<file path="config.mk">
export PLATFORM = sky130hd
export DESIGN_NAME = tinyqv_uart_tx_arbiter
export DESIGN_NICKNAME = d
export VERILOG_FILES = /design/src/rtl/tinyqv_uart_tx_arbiter.sv
export SDC_FILE = /design/constraint.sdc
export NUM_CORES = 1
export LEC_CHECK = 0
export ABC_AREA = 1
export CAP_MARGIN = 40
export CORE_MARGIN = 2
export CORE_UTILIZATION = 60
export DETAILED_ROUTE_END_ITERATION = 8
export HOLD_SLACK_MARGIN = 0.06
export PLACE_DENSITY_LB_ADDON = 0.15
export SETUP_SLACK_MARGIN = 0.15
export SLEW_MARGIN = 20
export SYNTH_ARGS = -nofsm -noshare
export SYNTH_HDL_FRONTEND = slang
export SYNTH_SLANG_ARGS = --single-unit
</file>
<file path="constraint.sdc">
create_clock -name clk -period 2.6 [get_ports clk]
set_input_delay 0.52 -clock clk [delete_from_list [all_inputs] [get_ports clk]]
set_output_delay 0.52 -clock clk [all_outputs]
set_load 0.05 [all_outputs]
</file>
<file path="src/rtl/tinyqv_uart_tx_arbiter.sv">
// tinyqv_uart_tx_arbiter: round-robin sharing of one UART transmitter between a CPU FIFO and a trace FIFO
//  Ports: clk/rst (async, active high); i_cpu_wr_en/i_cpu_wr_data push FIFO0, o_cpu_full;
//  i_trc_valid/i_trc_data push FIFO1 when o_trc_ready; o_tx_en/o_tx_data/i_tx_busy UART handshake;
//  o_ovf_sticky/i_ovf_clr/o_ovf_count CPU overflow status; o_idle nothing queued or in flight.
//  Define TINYQV_UART_ARB_OVF_CNT_EN to build the saturating drop counter behind o_ovf_count.
module tinyqv_uart_tx_arbiter #(
  parameter int DEPTH   = 4,
  parameter int BUSY_TO = 3
) (
  input  logic       clk,
  input  logic       rst,
  input  logic       i_cpu_wr_en,
  input  logic [7:0] i_cpu_wr_data,
  output logic       o_cpu_full,
  input  logic       i_trc_valid,
  input  logic [7:0] i_trc_data,
  output logic       o_trc_ready,
  output logic       o_tx_en,
  output logic [7:0] o_tx_data,
  input  logic       i_tx_busy,
  output logic       o_ovf_sticky,
  input  logic       i_ovf_clr,
  output logic [7:0] o_ovf_count,
  output logic       o_idle
);
  localparam int AW = $clog2(DEPTH);
  localparam int PW = AW + 1;
  localparam int TW = $clog2(BUSY_TO + 1);
  typedef enum logic [1:0] {S_IDLE, S_LAUNCH, S_WAIT_HI, S_WAIT_LO} state_t;
  state_t r_state, w_nxt;
  logic [7:0] r_mem0 [DEPTH];
  logic [7:0] r_mem1 [DEPTH];
  logic [PW-1:0] r_wp0, r_rp0, r_wp1, r_rp1;
  logic [TW-1:0] r_to;
  logic [7:0] r_tx_data, w_head;
  logic r_rr, r_ovf;
  logic w_empty0, w_empty1, w_full0, w_full1, w_push0, w_push1, w_drop, w_grant, w_pop0, w_pop1;
  assign w_empty0 = r_wp0 == r_rp0;
  assign w_empty1 = r_wp1 == r_rp1;
  assign w_full0  = (r_wp0[AW] != r_rp0[AW]) && (r_wp0[AW-1:0] == r_rp0[AW-1:0]);
  assign w_full1  = (r_wp1[AW] != r_rp1[AW]) && (r_wp1[AW-1:0] == r_rp1[AW-1:0]);
  // full is sampled before any same-cycle pop, so a push into a full FIFO is dropped
  assign w_push0  = i_cpu_wr_en && !w_full0;
  assign w_drop   = i_cpu_wr_en && w_full0;
  assign w_push1  = i_trc_valid && !w_full1;
  // rr names the preferred port; fall back to the other one when it is empty
  assign w_grant  = r_rr ? !w_empty1 : w_empty0;
  assign w_head   = w_grant ? r_mem1[r_rp1[AW-1:0]] : r_mem0[r_rp0[AW-1:0]];
  assign o_cpu_full   = w_full0;
  assign o_trc_ready  = !w_full1;
  assign o_tx_data    = r_tx_data;
  assign o_ovf_sticky = r_ovf;
  assign o_idle       = w_empty0 && w_empty1 && (r_state == S_IDLE);
  always_comb begin
    w_nxt   = r_state;
    w_pop0  = 1'b0;
    w_pop1  = 1'b0;
    o_tx_en = 1'b0;
    case (r_state)
      S_IDLE: if (!w_empty0 || !w_empty1) begin
        w_nxt  = S_LAUNCH;
        w_pop0 = !w_grant;
        w_pop1 = w_grant;
      end
      S_LAUNCH: begin
        o_tx_en = 1'b1;
        w_nxt   = S_WAIT_HI;
      end
      S_WAIT_HI: w_nxt = i_tx_busy ? S_WAIT_LO : (r_to == TW'(BUSY_TO - 1)) ? S_IDLE : S_WAIT_HI;
      S_WAIT_LO: w_nxt = i_tx_busy ? S_WAIT_LO : S_IDLE;
      default:   w_nxt = S_IDLE;
    endcase
  end
  always_ff @(posedge clk) begin
    if (w_push0) r_mem0[r_wp0[AW-1:0]] <= i_cpu_wr_data;
    if (w_push1) r_mem1[r_wp1[AW-1:0]] <= i_trc_data;
  end
  always_ff @(posedge clk or posedge rst) begin
    if (rst) begin
      r_state   <= S_IDLE;
      r_to      <= '0;
      r_wp0     <= '0;
      r_rp0     <= '0;
      r_wp1     <= '0;
      r_rp1     <= '0;
      r_rr      <= 1'b0;
      r_tx_data <= 8'h00;
      r_ovf     <= 1'b0;
    end else begin
      r_state <= w_nxt;
      r_to    <= (r_state == S_WAIT_HI) ? r_to + TW'(1) : '0;
      if (w_push0) r_wp0 <= r_wp0 + PW'(1);
      if (w_push1) r_wp1 <= r_wp1 + PW'(1);
      if (w_pop0) r_rp0 <= r_rp0 + PW'(1);
      if (w_pop1) r_rp1 <= r_rp1 + PW'(1);
      if (w_pop0 || w_pop1) begin
        r_tx_data <= w_head;
        r_rr      <= !w_grant;
      end
      r_ovf <= w_drop || (r_ovf && !i_ovf_clr);
    end
  end
`ifdef TINYQV_UART_ARB_OVF_CNT_EN
  logic [7:0] r_ovf_cnt;
  always_ff @(posedge clk or posedge rst) begin
    if (rst) r_ovf_cnt <= 8'h00;
    else if (w_drop) r_ovf_cnt <= i_ovf_clr ? 8'h01 : r_ovf_cnt + {7'd0, r_ovf_cnt != 8'hFF};
    else if (i_ovf_clr) r_ovf_cnt <= 8'h00;
  end
  assign o_ovf_count = r_ovf_cnt;
`else
  assign o_ovf_count = 8'h00;
`endif
endmodule

</file>
; ---- Yosys cells after proc, flatten, opt, wreduce, memory -nomap -nowiden
; Memories as Yosys holds them, arrays and structs flattened.
; Cells that the tools add are included.
[totals]
reg_bits = 26
ramBits = 64
out_inout_bits = 21
elab_cells = 62
memories = 2
[classes]
addsub = 5
n_eq_ne = 11
mux = 17
n_reduce_logical = 18
[memory_table]
columns = name, words, width, read_ports, rd_clocked_by_memory_dff, wr, line
row1 = r_mem0, 4, 8, 1, 0, 1, 31  ; logic [7:0] r_mem0 [DEPTH];
row2 = r_mem1, 4, 8, 1, 0, 1, 32  ; logic [7:0] r_mem1 [DEPTH];
[op_table]
columns = cell, count
row1 = $add A3 B1 Y3 const B, 4
row2 = $mux W1, 10
row3 = $mux W2, 5
row4 = $logic_and A1 B1 Y1, 8
row5 = $mux W8, 1
row6 = $pmux W2 S4, 1
row7 = $eq A2 B2 Y1 const B, 3
row8 = $eq A3 B3 Y1, 2
row9 = $logic_not A1 Y1, 6
row10 = $eq A2 B2 Y1, 2
row11 = $logic_or A1 B1 Y1, 3
row12 = $add A2 B1 Y2 const B, 1
row13 = $eq A2 B1 Y1 const B, 1
row14 = $logic_not A2 Y1, 1
row15 = $ne A1 B1 Y1, 2
row16 = $ne A2 B1 Y1 const B, 1

; ---- Logic depth before layout (Yosys ltp)
[depth]
ltp_word = 7
depth_mapped = 11

; ---- Worst setup path before layout
; OpenSTA, ideal clock, no wires.
[synth_timing]
path_type = flip-flop to output port
startpoint = register r_rp1[0]
endpoint = output port o_idle
arrival_time_ns = 2.029
required_ns = 2.080
setup_slack_ns = 0.051
path_stages_with_launch = 9
path_buffers = 1
cell_sequence = dfrtp_1 buf_6 inv_4 nand2_4 nand2_4 nand3_4 inv_4 nand2_4 nor3_1
[synth_between]
elab_chain_cells = 3
[synth_rtl]
columns = element, line
row1 = from (decl), 33  ; logic [PW-1:0] r_wp0, r_rp0, r_wp1, r_rp1;
row2 = from (signal assigned), 95  ; if (w_pop1) r_rp1 <= r_rp1 + PW'(1);
row3 = $eq A3 B3 Y1, 39  ; assign w_empty1 = r_wp1 == r_rp1;
row4 = $logic_and A1 B1 Y1 (2 in series), 53  ; assign o_idle = w_empty0 && w_empty1 && (r_state == S_IDLE);
row5 = to (decl), 24  ; output logic o_idle
; Every way passes these cells.

; ---- Final worst setup path
[layout_timing]
startpoint = register r_rp1[1]
endpoint = output port o_idle
; Same word-level chain as after synthesis.

==> results.py <==
metrics = {
    "outcome": {
        "status": "finished, final reports clean",
    },
    "timing": {
        "setup_slack_ps": 267,
        "skew_ps": 6.79,
        "maxSlewViolCount": 0,
        "period_share_pct": 89.7,
        "setup_viol": 0,
        "relSlewSlack_pct": 57.8,
        "rsz0062_at_grt": "false",
        "max_freq_ghz": 0.429,
        "fin_setup_tns_ps": 0,
        "hold_viol": 0,
        "layout_min_cycle_time_ps": 2330,
        "worstMarginPinSlew_ps": 630,
    },
    "place": {
        "io_buffers": 34,
        "dp_slack_ps": 498,
        "gp_congestion": 0.764,
        "hpwl_microns": 5270,
    },
    "yosys": {
        "synth_largest_area_cell": "edfxtp_1",
        "synth_seq_area_share_pct": 61.6,
        "synth.cell_area_sq_mm": 0.00417,
        "ys_ff_latch": 90,
        "synthTopCellsByArea": "edfxtp_1 (46%), dfrtp_1 (16%), nor2_1 (6.7%)",
        "synth_cell_types": 29,
        "yosysTopAreaCellShare_pct": 46.1,
        "syn_avg_cell_area_sq_um": 10.7,
        "synthCells": 391,
        "ys_warn_count": 0,
    },
    "power_and_ir_drop": {
        "sequentialPowerShare_pct": 38.7,
        "p_switching_mw": 2.49,
        "power_density_mw_per_mm2": 1190,
        "comb_power_share_pct": 46.3,
        "clkPwrFrac_pct": 15.1,
        "ir_drop_mv": 0.655,
        "p_sw_share_pct": 43.6,
        "p_leak_nw": 2.04,
        "p_int_mw": 3.22,
    },
    "setup_path": {
        "critical_path.slowest_cell": "dfrtp_1",
        "critPathMaxStageDelay_ps": 460,
        "worstSetupPathType": "register to output pin",
        "start_kind": "register",
        "crit_buf_inv": 3,
        "crit_chain": "inv_2, nand2_1, nand2_4, nand3_4, inv_4, nand2_4, nor3_2, buf_12",
        "crit_required_ps": 2080,
        "cp_max_fo": 9,
        "endpoint_kind": "output pin",
        "cp.arrival_ps": 1810,
        "critical-path-top-delay-family": "simple AND/OR/NAND/NOR gates",
        "cpMostUsedCell": "nand2_4",
    },
    "final_layout": {
        "multiInputGateArea_sq_mm": 0.00137,
        "area_delta_synth_final_pct": 14.8,
        "final-seq-area_sq_mm": 0.00257,
        "num_antenna_cells": 0,
        "mostFrequentLayoutCell": "nor2_1",
        "drive_gt1_share_pct": 15.6,
        "fin_nets": 471,
        "final_cell_mix": "nor2_1 (75), nand2_1 (73), edfxtp_1 (64)",
        "nFillCells": 499,
    },
    "routing": {
        "dr_total_vias": 2749,
        "first_pass_iters": 4,
        "postRouteAntennaNets": 0,
        "wl_per_cell_microns": 14.2,
        "vias_per_cell": 5.26,
        "drt-initial-drc-count": 156,
        "drt-total-wl_microns": 7410,
        "drc": 0,
    },
    "floorplan": {
        "fp.dieW_microns": 87.4,
        "initial_core_util_pct": 61.8,
        "pin_count": 43,
        "die_h_microns": 87.4,
        "fp.dieArea_sq_mm": 0.00764,
        "core_region_area_sq_mm": 0.00676,
        "num_rows": 30,
    },
    "cts": {
        "numClockSinks": 90,
        "clockBufferDepth": 2,
        "htreeDepth": 3,
        "clkTransAtPathRegs_ps": 90,
        "numCtsBuffers": 9,
        "root_buffer": "clkbuf_8",
        "clk_latency_ps": 360,
        "cts_tree": "done",
    },
    "grt": {
        "overflow": 0,
        "grt_pass1_vias": 2625,
        "antenna_found_initial": 0,
        "grt_pass1_wl_microns": 12100,
        "grt_max_degree": 27,
        "grt_use_total_pct": 21.1,
    },
    "run": {
        "max-cap-violations": 0,
    },
    "hold_path": {
        "hold_path_class": "register to register",
    },
}
area by class of cell:
| class | count | share of cell area (%) |
|---|---|---|
| clock buffers | 10 | 2.66 |
| repair buffers | 45 | 9.19 |
| multi-input cells | 262 | 28.7 |
| well taps | 80 | 2.09 |
| flip-flops and latches | 90 | 53.7 |
| inverters | 30 | 2.66 |
| clock inverters | 6 | 1.02 |
cell usage after synthesis:
cell type and number:
o21ai_2 1, dfrtp_1 26, buf_4 10, buf_6 4
a21oi_1 3, nand3_4 2, inv_4 2, edfxtp_1 64
inv_1 20, nor3_1 1, nor2_1 75, a21oi_4 1
nand2_1 73, inv_2 6, nand2_4 5, xor2_1 6
nand3_1 23, conb_1 1, nand3b_4 1, nand2_2 11
a21oi_2 1, nand2_8 1, nor2_4 2, inv_6 2
nor2_2 1, nand4_2 2, buf_2 2, o21ai_0 34
ha_1 11
power by group through the flow:
stage	combinational (mW)	clock [mW]	sequential [mW]
floorplan	1.83	0	2.39
global placement	2.54	0	2.24
detailed placement	2.60	0	2.26
CTS	2.62	0.883	2.23
global route	2.96	0.939	2.26
finish	2.64	0.860	2.21
cell families after synthesis:
family	share of synthesized area (%)
and+or+nand+nor	22.3
DFF	61.6
buffers and inverters	6.18
AOI/OAI and AO/OA	5.25
adders and majority gates	3.30
xor gates and xnor gates	1.26
other	0.0899
state kept, by name, summed over array words and instances (netlist names):
name,count
r_mem0,32
r_mem1,32
o_tx_data,8
r_rp0,3
r_rp1,3
r_wp0,3
r_wp1,3
r_state,2
r_to,2
o_ovf_sticky,1
r_rr,1
layer usage:
metal,share of wire [%],up-vias,global-route usage [%]
li1,-,1371,-
met1,45,1297,28.2
met2,49,66,34.0
met3,4.3,15,4.27
met4,2.0,0,8.39
met5,0,-,0
metrics by stage:
| step | instances | instance area [sq um] | total power [mW] | utilization, % | hold slack (ps) |
|---|---|---|---|---|---|
| 2_1_floorplan | 398 | 4200 | 4.23 | - | 403 |
| 3_3_place_gp | 505 | 4600 | 4.78 | 68.1 | 415 |
| 3_5_place_dp | 505 | 4600 | 4.86 | 68.1 | 432 |
| 4_1_cts | 521 | 4780 | 5.74 | 70.7 | 445 |
| 5_1_grt | 523 | 4790 | 6.15 | 70.9 | 460 |
| 6_report | 523 | 4790 | 5.71 | 70.9 | 436 |
repair_timing:
item	CTS	global route
cloned	0	0
gates resized for setup	1	0
hold buffers	0	0
setup endpoints to repair	1	1
setup buffers	0	2
hold endpoints to repair	0	0
worst register-to-register path: cells and delay by family, from the launching register on:
kind          cells  cell delay (ps)
simple gates      5              980
flops             1              430
buf+inv           1              120
path summary, 6_finish.rpt:
path	slack, ps	startpoint	cells past startpoint	to
setup / recovery	270	r_rp1[1]$_DFFE_PP0P_	8	o_idle
hold / removal	440	r_to[0]$_DFF_PP0_	1	r_to[0]$_DFF_PP0_
setup reg to reg	710	r_wp0[1]$_DFFE_PP0P_	6	r_mem0[2][2]$_DFFE_PP_
hold reg to reg	440	r_to[0]$_DFF_PP0_	1	r_to[0]$_DFF_PP0_
max in group asynchronous	1810	rst	3	r_rp0[1]$_DFFE_PP0P_
min in group asynchronous	500	rst	3	r_wp1[0]$_DFFE_PP0P_
No activity file was read; power rests on OpenSTA's default activity.
